**src/rtl/sm83_irq_ctl_pkg.sv**
```systemverilog
// Shared SM83 types, interrupt bit indices and register address defaults.
package sm83_pkg;

  typedef logic [7:0]  word_t;
  typedef logic [7:0]  irq_t;
  typedef logic [15:0] addr_t;

  // Bit positions of the implemented request sources in IF/IE/irq.
  localparam int IRQ_VBLANK = 0;
  localparam int IRQ_STAT   = 1;
  localparam int IRQ_TIMER  = 2;
  localparam int IRQ_SERIAL = 3;
  localparam int IRQ_JOYPAD = 4;

  // Memory-mapped register addresses.
  localparam addr_t IF_ADR_DEF = 16'hFF0F;
  localparam addr_t IE_ADR_DEF = 16'hFFFF;

endpackage

```
**src/rtl/sm83_irq_ctl_if.sv**
```systemverilog
// CPU-side bus plus irq/iack handshake between the core and the interrupt controller.
interface sm83_irq_ctl_if;
  import sm83_pkg::*;

  addr_t adr;
  word_t din;
  word_t dout;
  logic  dout_oe;
  logic  rd;
  logic  wr;
  irq_t  irq;
  irq_t  iack;

  // Core side: drives the bus and acknowledges interrupts.
  modport master (
    output adr, din, rd, wr, iack,
    input  dout, dout_oe, irq
  );

  // Controller side: answers reads and raises interrupts.
  modport slave (
    input  adr, din, rd, wr, iack,
    output dout, dout_oe, irq
  );
endinterface

```
**src/rtl/sm83_irq_ctl_edge_det.sv**
```systemverilog
// Rising-edge detector; history resets to ones so levels held across reset do not fire.
module sm83_edge_det #(
  parameter int W = 1
) (
  input  logic         clk,
  input  logic         reset,
  input  logic [W-1:0] sig,
  output logic [W-1:0] rise
);

  logic [W-1:0] prev_q;
  logic [W-1:0] prev_d;

  // Next history value is simply the current input level.
  always_comb begin
    prev_d = sig;
  end

  // History register, preset to all ones on reset.
  always_ff @(posedge clk) begin
    if (reset) prev_q <= '1;
    else       prev_q <= prev_d;
  end

  assign rise = sig & ~prev_q;

endmodule

```
**src/rtl/sm83_irq_ctl.sv**
```systemverilog
// SM83 interrupt controller: IF/IE registers, request latching and acknowledge clearing.
module sm83_irq_ctl
  import sm83_pkg::*;
#(
  parameter int    NUM_IRQS = 8,
  parameter int    NUM_SRC  = 5,
  parameter addr_t IF_ADR   = IF_ADR_DEF,
  parameter addr_t IE_ADR   = IE_ADR_DEF
) (
  input  logic               clk,
  input  logic               reset,
  sm83_irq_ctl_if.slave      bus,
  input  logic [NUM_SRC-1:0] src,
  output word_t              dbg_if,
  output word_t              dbg_ie
);

  logic [NUM_SRC-1:0]  src_rise;
  logic                wr_rise;
  logic [NUM_SRC-1:0]  if_q;
  logic [NUM_SRC-1:0]  if_d;
  logic [NUM_IRQS-1:0] ie_q;
  logic [NUM_IRQS-1:0] ie_d;
  logic                if_wr;
  logic                ie_wr;
  logic                sel_if;
  logic                sel_ie;
  logic [NUM_IRQS-1:0] if_view;

  sm83_edge_det #(.W(NUM_SRC)) u_src_edge (
    .clk   (clk),
    .reset (reset),
    .sig   (src),
    .rise  (src_rise)
  );

  // A held write strobe commits only on its first cycle.
  sm83_edge_det #(.W(1)) u_wr_edge (
    .clk   (clk),
    .reset (reset),
    .sig   (bus.wr),
    .rise  (wr_rise)
  );

  // Decode register write commits.
  always_comb begin
    if_wr = wr_rise && (bus.adr == IF_ADR);
    ie_wr = wr_rise && (bus.adr == IE_ADR);
  end

  // IF next state: CPU write, then acknowledge clears, then new events win over both.
  always_comb begin
    if_d = if_wr ? bus.din[NUM_SRC-1:0] : if_q;
    if_d = if_d & ~bus.iack[NUM_SRC-1:0];
    if_d = if_d | src_rise;
  end

  // IE next state: only CPU writes touch it.
  always_comb begin
    ie_d = ie_wr ? bus.din[NUM_IRQS-1:0] : ie_q;
  end

  // Register state; reset overrides any same-cycle write, event or acknowledge.
  always_ff @(posedge clk) begin
    if (reset) begin
      if_q <= '0;
      ie_q <= '0;
    end else begin
      if_q <= if_d;
      ie_q <= ie_d;
    end
  end

  // Unimplemented IF bits read back as ones; the interrupt vector masks them off.
  always_comb begin
    if_view = {{(NUM_IRQS-NUM_SRC){1'b1}}, if_q};
    bus.irq = {{(NUM_IRQS-NUM_SRC){1'b0}}, if_q} & ie_q;
    dbg_if  = if_view;
    dbg_ie  = ie_q;
  end

  // Side-effect-free combinational read mux.
  always_comb begin
    sel_if      = bus.rd && (bus.adr == IF_ADR);
    sel_ie      = bus.rd && (bus.adr == IE_ADR);
    bus.dout_oe = sel_if || sel_ie;
    if (sel_if)      bus.dout = if_view;
    else if (sel_ie) bus.dout = ie_q;
    else             bus.dout = 8'hFF;
  end

endmodule

```
**src/flat_wrapper.sv**
```systemverilog
// flat-port wrapper written by rule: the top's interface ports become plain ports
module sm83_irq_ctl_flat import sm83_pkg::*;
#(
  parameter int    NUM_IRQS = 8,
  parameter int    NUM_SRC  = 5,
  parameter addr_t IF_ADR   = IF_ADR_DEF,
  parameter addr_t IE_ADR   = IE_ADR_DEF
)
  (clk, reset, src, dbg_if, dbg_ie, bus_adr, bus_din, bus_rd, bus_wr, bus_iack, bus_dout, bus_dout_oe, bus_irq);
  sm83_irq_ctl_if bus_i ();
  input  logic clk;
  input  logic reset;
  input  logic [NUM_SRC-1:0] src;
  output word_t dbg_if;
  output word_t dbg_ie;
  input wire logic [$bits(bus_i.adr)-1:0] bus_adr;
  input wire logic [$bits(bus_i.din)-1:0] bus_din;
  input wire logic [$bits(bus_i.rd)-1:0] bus_rd;
  input wire logic [$bits(bus_i.wr)-1:0] bus_wr;
  input wire logic [$bits(bus_i.iack)-1:0] bus_iack;
  output wire logic [$bits(bus_i.dout)-1:0] bus_dout;
  output wire logic [$bits(bus_i.dout_oe)-1:0] bus_dout_oe;
  output wire logic [$bits(bus_i.irq)-1:0] bus_irq;
  assign bus_i.adr = bus_adr;
  assign bus_i.din = bus_din;
  assign bus_i.rd = bus_rd;
  assign bus_i.wr = bus_wr;
  assign bus_i.iack = bus_iack;
  assign bus_dout = bus_i.dout;
  assign bus_dout_oe = bus_i.dout_oe;
  assign bus_irq = bus_i.irq;
  sm83_irq_ctl #(.NUM_IRQS(NUM_IRQS), .NUM_SRC(NUM_SRC), .IF_ADR(IF_ADR), .IE_ADR(IE_ADR)) u_core (.clk(clk), .reset(reset), .bus(bus_i), .src(src), .dbg_if(dbg_if), .dbg_ie(dbg_ie));
endmodule
```
**config.mk**
```make
export PLATFORM = sky130hd
export DESIGN_NAME = sm83_irq_ctl_flat
export DESIGN_NICKNAME = d
export VERILOG_FILES = /design/src/rtl/sm83_irq_ctl_pkg.sv /design/src/rtl/sm83_irq_ctl_if.sv /design/src/rtl/sm83_irq_ctl_edge_det.sv /design/src/rtl/sm83_irq_ctl.sv /design/src/flat_wrapper.sv
export SDC_FILE = /design/constraint.sdc
export NUM_CORES = 1
export LEC_CHECK = 0
export CAP_MARGIN = 20
export CORE_AREA = 3 3 65 67
export CTS_BUF_LIST = sky130_fd_sc_hd__clkbuf_4
export DETAILED_ROUTE_END_ITERATION = 6
export DIE_AREA = 0 0 68 70
export GPL_TIMING_DRIVEN = 1
export PLACE_DENSITY = 0.75
export SYNTH_ARGS = -nofsm -noshare
export SYNTH_HDL_FRONTEND = slang
export SYNTH_HIERARCHICAL = 1
export SYNTH_SLANG_ARGS = --single-unit
```
**constraint.sdc**
```tcl
create_clock -name clk -period 1.9 [get_ports clk]
set_clock_uncertainty 0.05 [all_clocks]
set_input_delay 0.19 -clock clk [delete_from_list [all_inputs] [get_ports clk]]
set_output_delay 0.19 -clock clk [all_outputs]
set_load 0.03 [all_outputs]
```
# Word-level counts from Yosys, hierarchy flattened
# Index checks and enable logic that the tools add are counted.
dict set report classes {
  eq_ne 2
  n_mux 3
  bitwise_logic 8
  n_reduce_logical 5
}
# operator n
set op_table {}
lappend op_table {{$eq A16 B16 Y1 const B} 2}
lappend op_table {{$mux W8} 2}
lappend op_table {{$and A5 B5 Y5} 2}
lappend op_table {{$not A5 Y5} 2}
lappend op_table {{$and A5 B8 Y8} 1}
lappend op_table {{$mux W5} 1}
lappend op_table {{$or A5 B5 Y5} 1}
lappend op_table {{$logic_and A1 B1 Y1} 4}
lappend op_table {{$and A1 B1 Y1} 1}
lappend op_table {{$logic_or A1 B1 Y1} 1}
lappend op_table {{$not A1 Y1} 1}
dict set report word_totals {
  regBits 19
  in_bits 41
  out_inout_bits 33
  word_cells 22
}

# Depth between registers and ports, before layout
dict set report depth {
  ltp_word 6
  mapped_depth 5
}

# By module
# Netlist, hierarchy kept.
# mod instances cells_per_inst area_each_um2 seq_area_each_um2
set modules_own_cells {}
lappend modules_own_cells {sm83_irq_ctl 1 117 897.1 260.2}
lappend modules_own_cells {{sm83_edge_det at u_core.u_src_edge} 1 15 162.7 100.1}
lappend modules_own_cells {{sm83_edge_det at u_core.u_wr_edge} 1 3 32.5 20.0}

# Worst setup path before layout
# Ideal clock, no wire load.
dict set report synth_timing {
  path_kind {input port to output port}
  start {in bus_adr[4]}
  end {out bus_dout[0]}
  arrival_time_ps 1561
  t_required_ps 1660
  path_slack_ps 99
  cell_stages 3
  path_buffers 0
  cell_sequence {or4_4 a21oi_2 nand3_1}
}
dict set report synth_via {
  elab_chain_len 4
}
# element line
set synth_rtl {}
lappend synth_rtl {{from (decl)} flat_wrapper.sv:16} ;# input wire logic [$bits(bus_i.adr)-1:0] bus_adr;
lappend synth_rtl {{$eq A16 B16 Y1} sm83_irq_ctl.sv:85} ;# sel_ie = bus.rd && (bus.adr == IE_ADR);
lappend synth_rtl {{$logic_and A1 B1 Y1} sm83_irq_ctl.sv:85}
lappend synth_rtl {{$mux W8} sm83_irq_ctl.sv:88} ;# else if (sel_ie) bus.dout = ie_q;
lappend synth_rtl {{$mux W8 *} sm83_irq_ctl.sv:87} ;# if (sel_if) bus.dout = if_view;
lappend synth_rtl {{to (decl)} flat_wrapper.sv:21} ;# output wire logic [$bits(bus_i.dout)-1:0] bus_dout;
# Mark *: on every way between the ends. The rest lies on a longest branch, timed or not.

# Final worst setup path
dict set report layout_timing {
  start {reg u_core.ie_q[0], in the netlist u_core/dbg_ie[0]}
  end {out bus_irq[0]}
}
dict set report layout_via {
  elab_chain_len 1
}
# element line
set layout_rtl {}
lappend layout_rtl {{from (decl)} sm83_irq_ctl.sv:22} ;# logic [NUM_IRQS-1:0] ie_q;
lappend layout_rtl {{from (signal assigned)} sm83_irq_ctl.sv:70} ;# ie_q <= ie_d;
lappend layout_rtl {{$and A5 B8 Y8} sm83_irq_ctl.sv:77} ;# bus.irq = {{(NUM_IRQS-NUM_SRC){1'b0}}, if_q} & ie_q;
lappend layout_rtl {{to (decl)} flat_wrapper.sv:23} ;# output wire logic [$bits(bus_i.irq)-1:0] bus_irq;
# Every way passes these cells.

==> results.yml <==
sta:
  finalWorstSetupSlack_ps: 54.7
  final_max_slew_viol_count: 0
  min_period_over_period_pct: 97.1
  setup_violations: 0
  hold_viol: 0
  max_freq_mhz: 542
  hold_slack_ps: 382
  period_needed_ps: 1850
worst_setup_path:
  worstPathMaxFanout: 4
  crit_type: "register to output port"
  crit_path_end_kind: "output port"
  worst-path-buf-inv: 1
  critPathTopFamily: "buffers and inverters"
  crit_chain: "and2_1 -> clkdlybuf4s50_1"
  crit_path_top_delay_cell: "clkdlybuf4s50_1"
  arrival_ps: 1610
  required_ps: 1660
  cp-start-kind: "register"
  cpPeakStageDelay_ps: 670
synthesis:
  synth.cell_area_sq_um: 1090
  synth.yosys.seq_area_share_pct: 34.8
  synth_top_area_share_pct: 34.8
  synthTopCellsByArea: "dfxtp_1, nand3_1, nor3b_1, buf_4, o21ai_1"
  ys_ff_latch: 19
  muxShareOfSynthArea_pct: 0
  ys_types: 22
  syn_avg_cell_area_sq_um: 8.09
  synthCells: 135
  synth_xor_area_share_pct: 0
  synth-adder-area-share_pct: 0
  synthSimpleGateAreaFrac_pct: 44.2
  yosys.area.top_type: "dfxtp_1"
  synth_top_family_by_area: "simple AND/OR/NAND/NOR gates"
  yosysWarnings: 6
  synth_compound_area_share_pct: 12.7
die:
  die-area_sq_um: 4760
  ios: 74
  core_sq_um: 3690
  start_util_pct: 29.6
  die_w_um: 68
  rows: 22
  die_h_um: 70
power:
  p_leak_nw: 0.836
  cell_internal_pwr_uw: 589
  vdd_drop_max_mv: 0.403
  p_seq_share_pct: 51.0
  p_sw_share_pct: 27.6
  switching_power_uw: 224
  p_total_uw: 813
  p_clk_share_pct: 27.4
  power_density_nw_per_um2: 391
  pwr-share-comb_pct: 21.5
min_path:
  hold_path_class: "primary input to register"
route:
  dr.pass1.iters: 4
  vias: 1300
  drt_iter0_drc: 71
  wire_per_inst_um: 14.3
  via_per_inst: 4.92
  postRouteAntennaNets: 0
  drc_errors: 0
  drt-total-wl_mm: 3.77
clocking:
  clk_latency_ps: 310
  htreeDepth: 1
  cts_buffer_depth: 2
  cts_num_sinks: 19
  path_clk_slew_ps: 120
  clock-root-buffer: "clkbuf_4"
  cts_hold_buf: 0
  numCtsBuffers: 3
  cts_tree: "yes"
run:
  maxCapViolations: 0
grt:
  grt_pass1_vias: 1170
  grt_pass1_wl_mm: 5.48
  grt_max_degree: 30
  antenna_found_initial: 0
  track_usage_pct: 14.8
  gr-total-overflow: 0
place:
  place_ws_ps: -337
  gp_congestion: 0.758
  port_buffers: 64
  place_area_sq_um: 1850
  dp_hpwl_mm: 2.55
status:
  outcome: "finished, final reports clean"
finish:
  layout-drive-gt1-share_pct: 25.0
  final_area_sq_um: 2080
  antennaDiodeCount: 0
  final_util_pct: 56.4
  finalNetCount: 258
  area_growth_pct: 90.5
-- final timing paths --
check	from	end	slack, ps	depth (start not counted)
setup / recovery	u_core/dbg_ie[0]	bus_irq[0]	50	2
hold / removal	bus_din[6]	u_core/dbg_ie[6]	380	3
setup reg to reg	u_core/u_wr_edge/prev_q	u_core/dbg_ie[7]	670	5
hold reg to reg	u_core/dbg_ie[5]	u_core/dbg_ie[5]	440	2
-- cells in the mapped netlist --
cell	instances
or2_1	6
dfxtp_1	19
and2_1	5
or4_4	1
nand2b_1	5
a21oi_2	1
clkbuf_1	5
nor4_2	1
o21ai_1	10
nor2b_1	6
nor3b_1	10
o21ai_0	8
or3_1	3
a21oi_1	8
buf_6	1
nand4_4	1
and4_2	1
conb_1	2
and4_1	5
buf_4	7
nand3_1	28
nand4_1	2
-- power groups by stage --
stage | registers (mW) | clock network, mW | logic [mW]
finish | 0.415 | 0.223 | 0.175
global route | 0.417 | 0.254 | 0.186
CTS | 0.415 | 0.233 | 0.171
detailed placement | 0.424 | 0 | 0.168
global placement | 0.424 | 0 | 0.167
floorplan | 0.431 | 0 | 0.0597
-- layer usage --
metal	up-vias	track usage, %	part of all wire [%]
met5	-	0	0
li1	641	-	-
met4	0	2.65	0.50
met1	606	19.2	42
met2	49	23.9	51
met3	4	4.50	7.1
-- worst reg2reg max path, delay by kind of cell, from the launching register on --
kind	cells	cell delay (ps)
AO/OA/AOI/OAI	2	300
AND/OR/NAND/NOR	2	250
buffers and inverters	1	200
flip-flops	1	320
-- final cells by class --
cell class,count,area [sq um]
fill,344,1610
clock inverter,1,7.51
multi-input combinational,107,728
timing repair buffer,86,882
clock buffer,3,22.5
tap,48,60.1
sequential,19,380
-- metrics by stage --
| step | TNS [ps] | std cells |
|---|---|---|
| floorplan | 0 | 139 |
| global placement | -1570 | 255 |
| detailed placement | -1610 | 255 |
| CTS | -28.0 | 261 |
| global route | -15.3 | 264 |
| finish | 0 | 264 |
-- logic make-up (layout without fill, tap and decap cells) --
family | count (synthesis) | in the layout
AND/OR/NAND/NOR | 74 | 74
flip-flops | 19 | 19
buffers and inverters | 13 | 90
AO/OA/AOI/OAI | 27 | 27
other | 2 | 6
-- layout by cell type (no fill, tap or decap), types with 2 or more instances in the layout --
| cell | instances |
|---|---|
| clkdlybuf4s50_1 | 39 |
| nand3_1 | 23 |
| dfxtp_1 | 19 |
| buf_4 | 15 |
| dlymetal6s2s_1 | 13 |
| nor3b_1 | 10 |
| buf_6 | 9 |
| o21ai_0 | 8 |
| a21oi_1 | 8 |
| conb_1 | 6 |
| nor2b_1 | 6 |
| or2_1 | 6 |
| and2_1 | 5 |
| o21ai_1 | 5 |
| nand2b_1 | 5 |
| o21ai_2 | 4 |
| nand3_2 | 4 |
| clkbuf_4 | 3 |
| clkdlybuf4s15_2 | 3 |
| dlygate4sd2_1 | 3 |
| and4_4 | 3 |
| or3_1 | 3 |
| nand4_1 | 2 |
| and4_2 | 2 |
| buf_8 | 2 |
-- state kept, by name, indices dropped and copies added, names as in the netlist --
| signal | cells |
|---|---|
| u_core/if_q | 5 |
| u_core/dbg_ie | 8 |
| u_core/u_wr_edge/prev_q | 1 |
| u_core/u_src_edge/prev_q | 5 |
-- repair_timing --
action / in CTS / in global routing
pin swaps: 4 / 9
setup endpoints to repair: 9 / 8
cloned: 0 / 1
gates resized for setup: 26 / 32
buffers inserted: 2 / 2
hold endpoints to repair: 0 / 0
(Power assumes the default switching activity.)
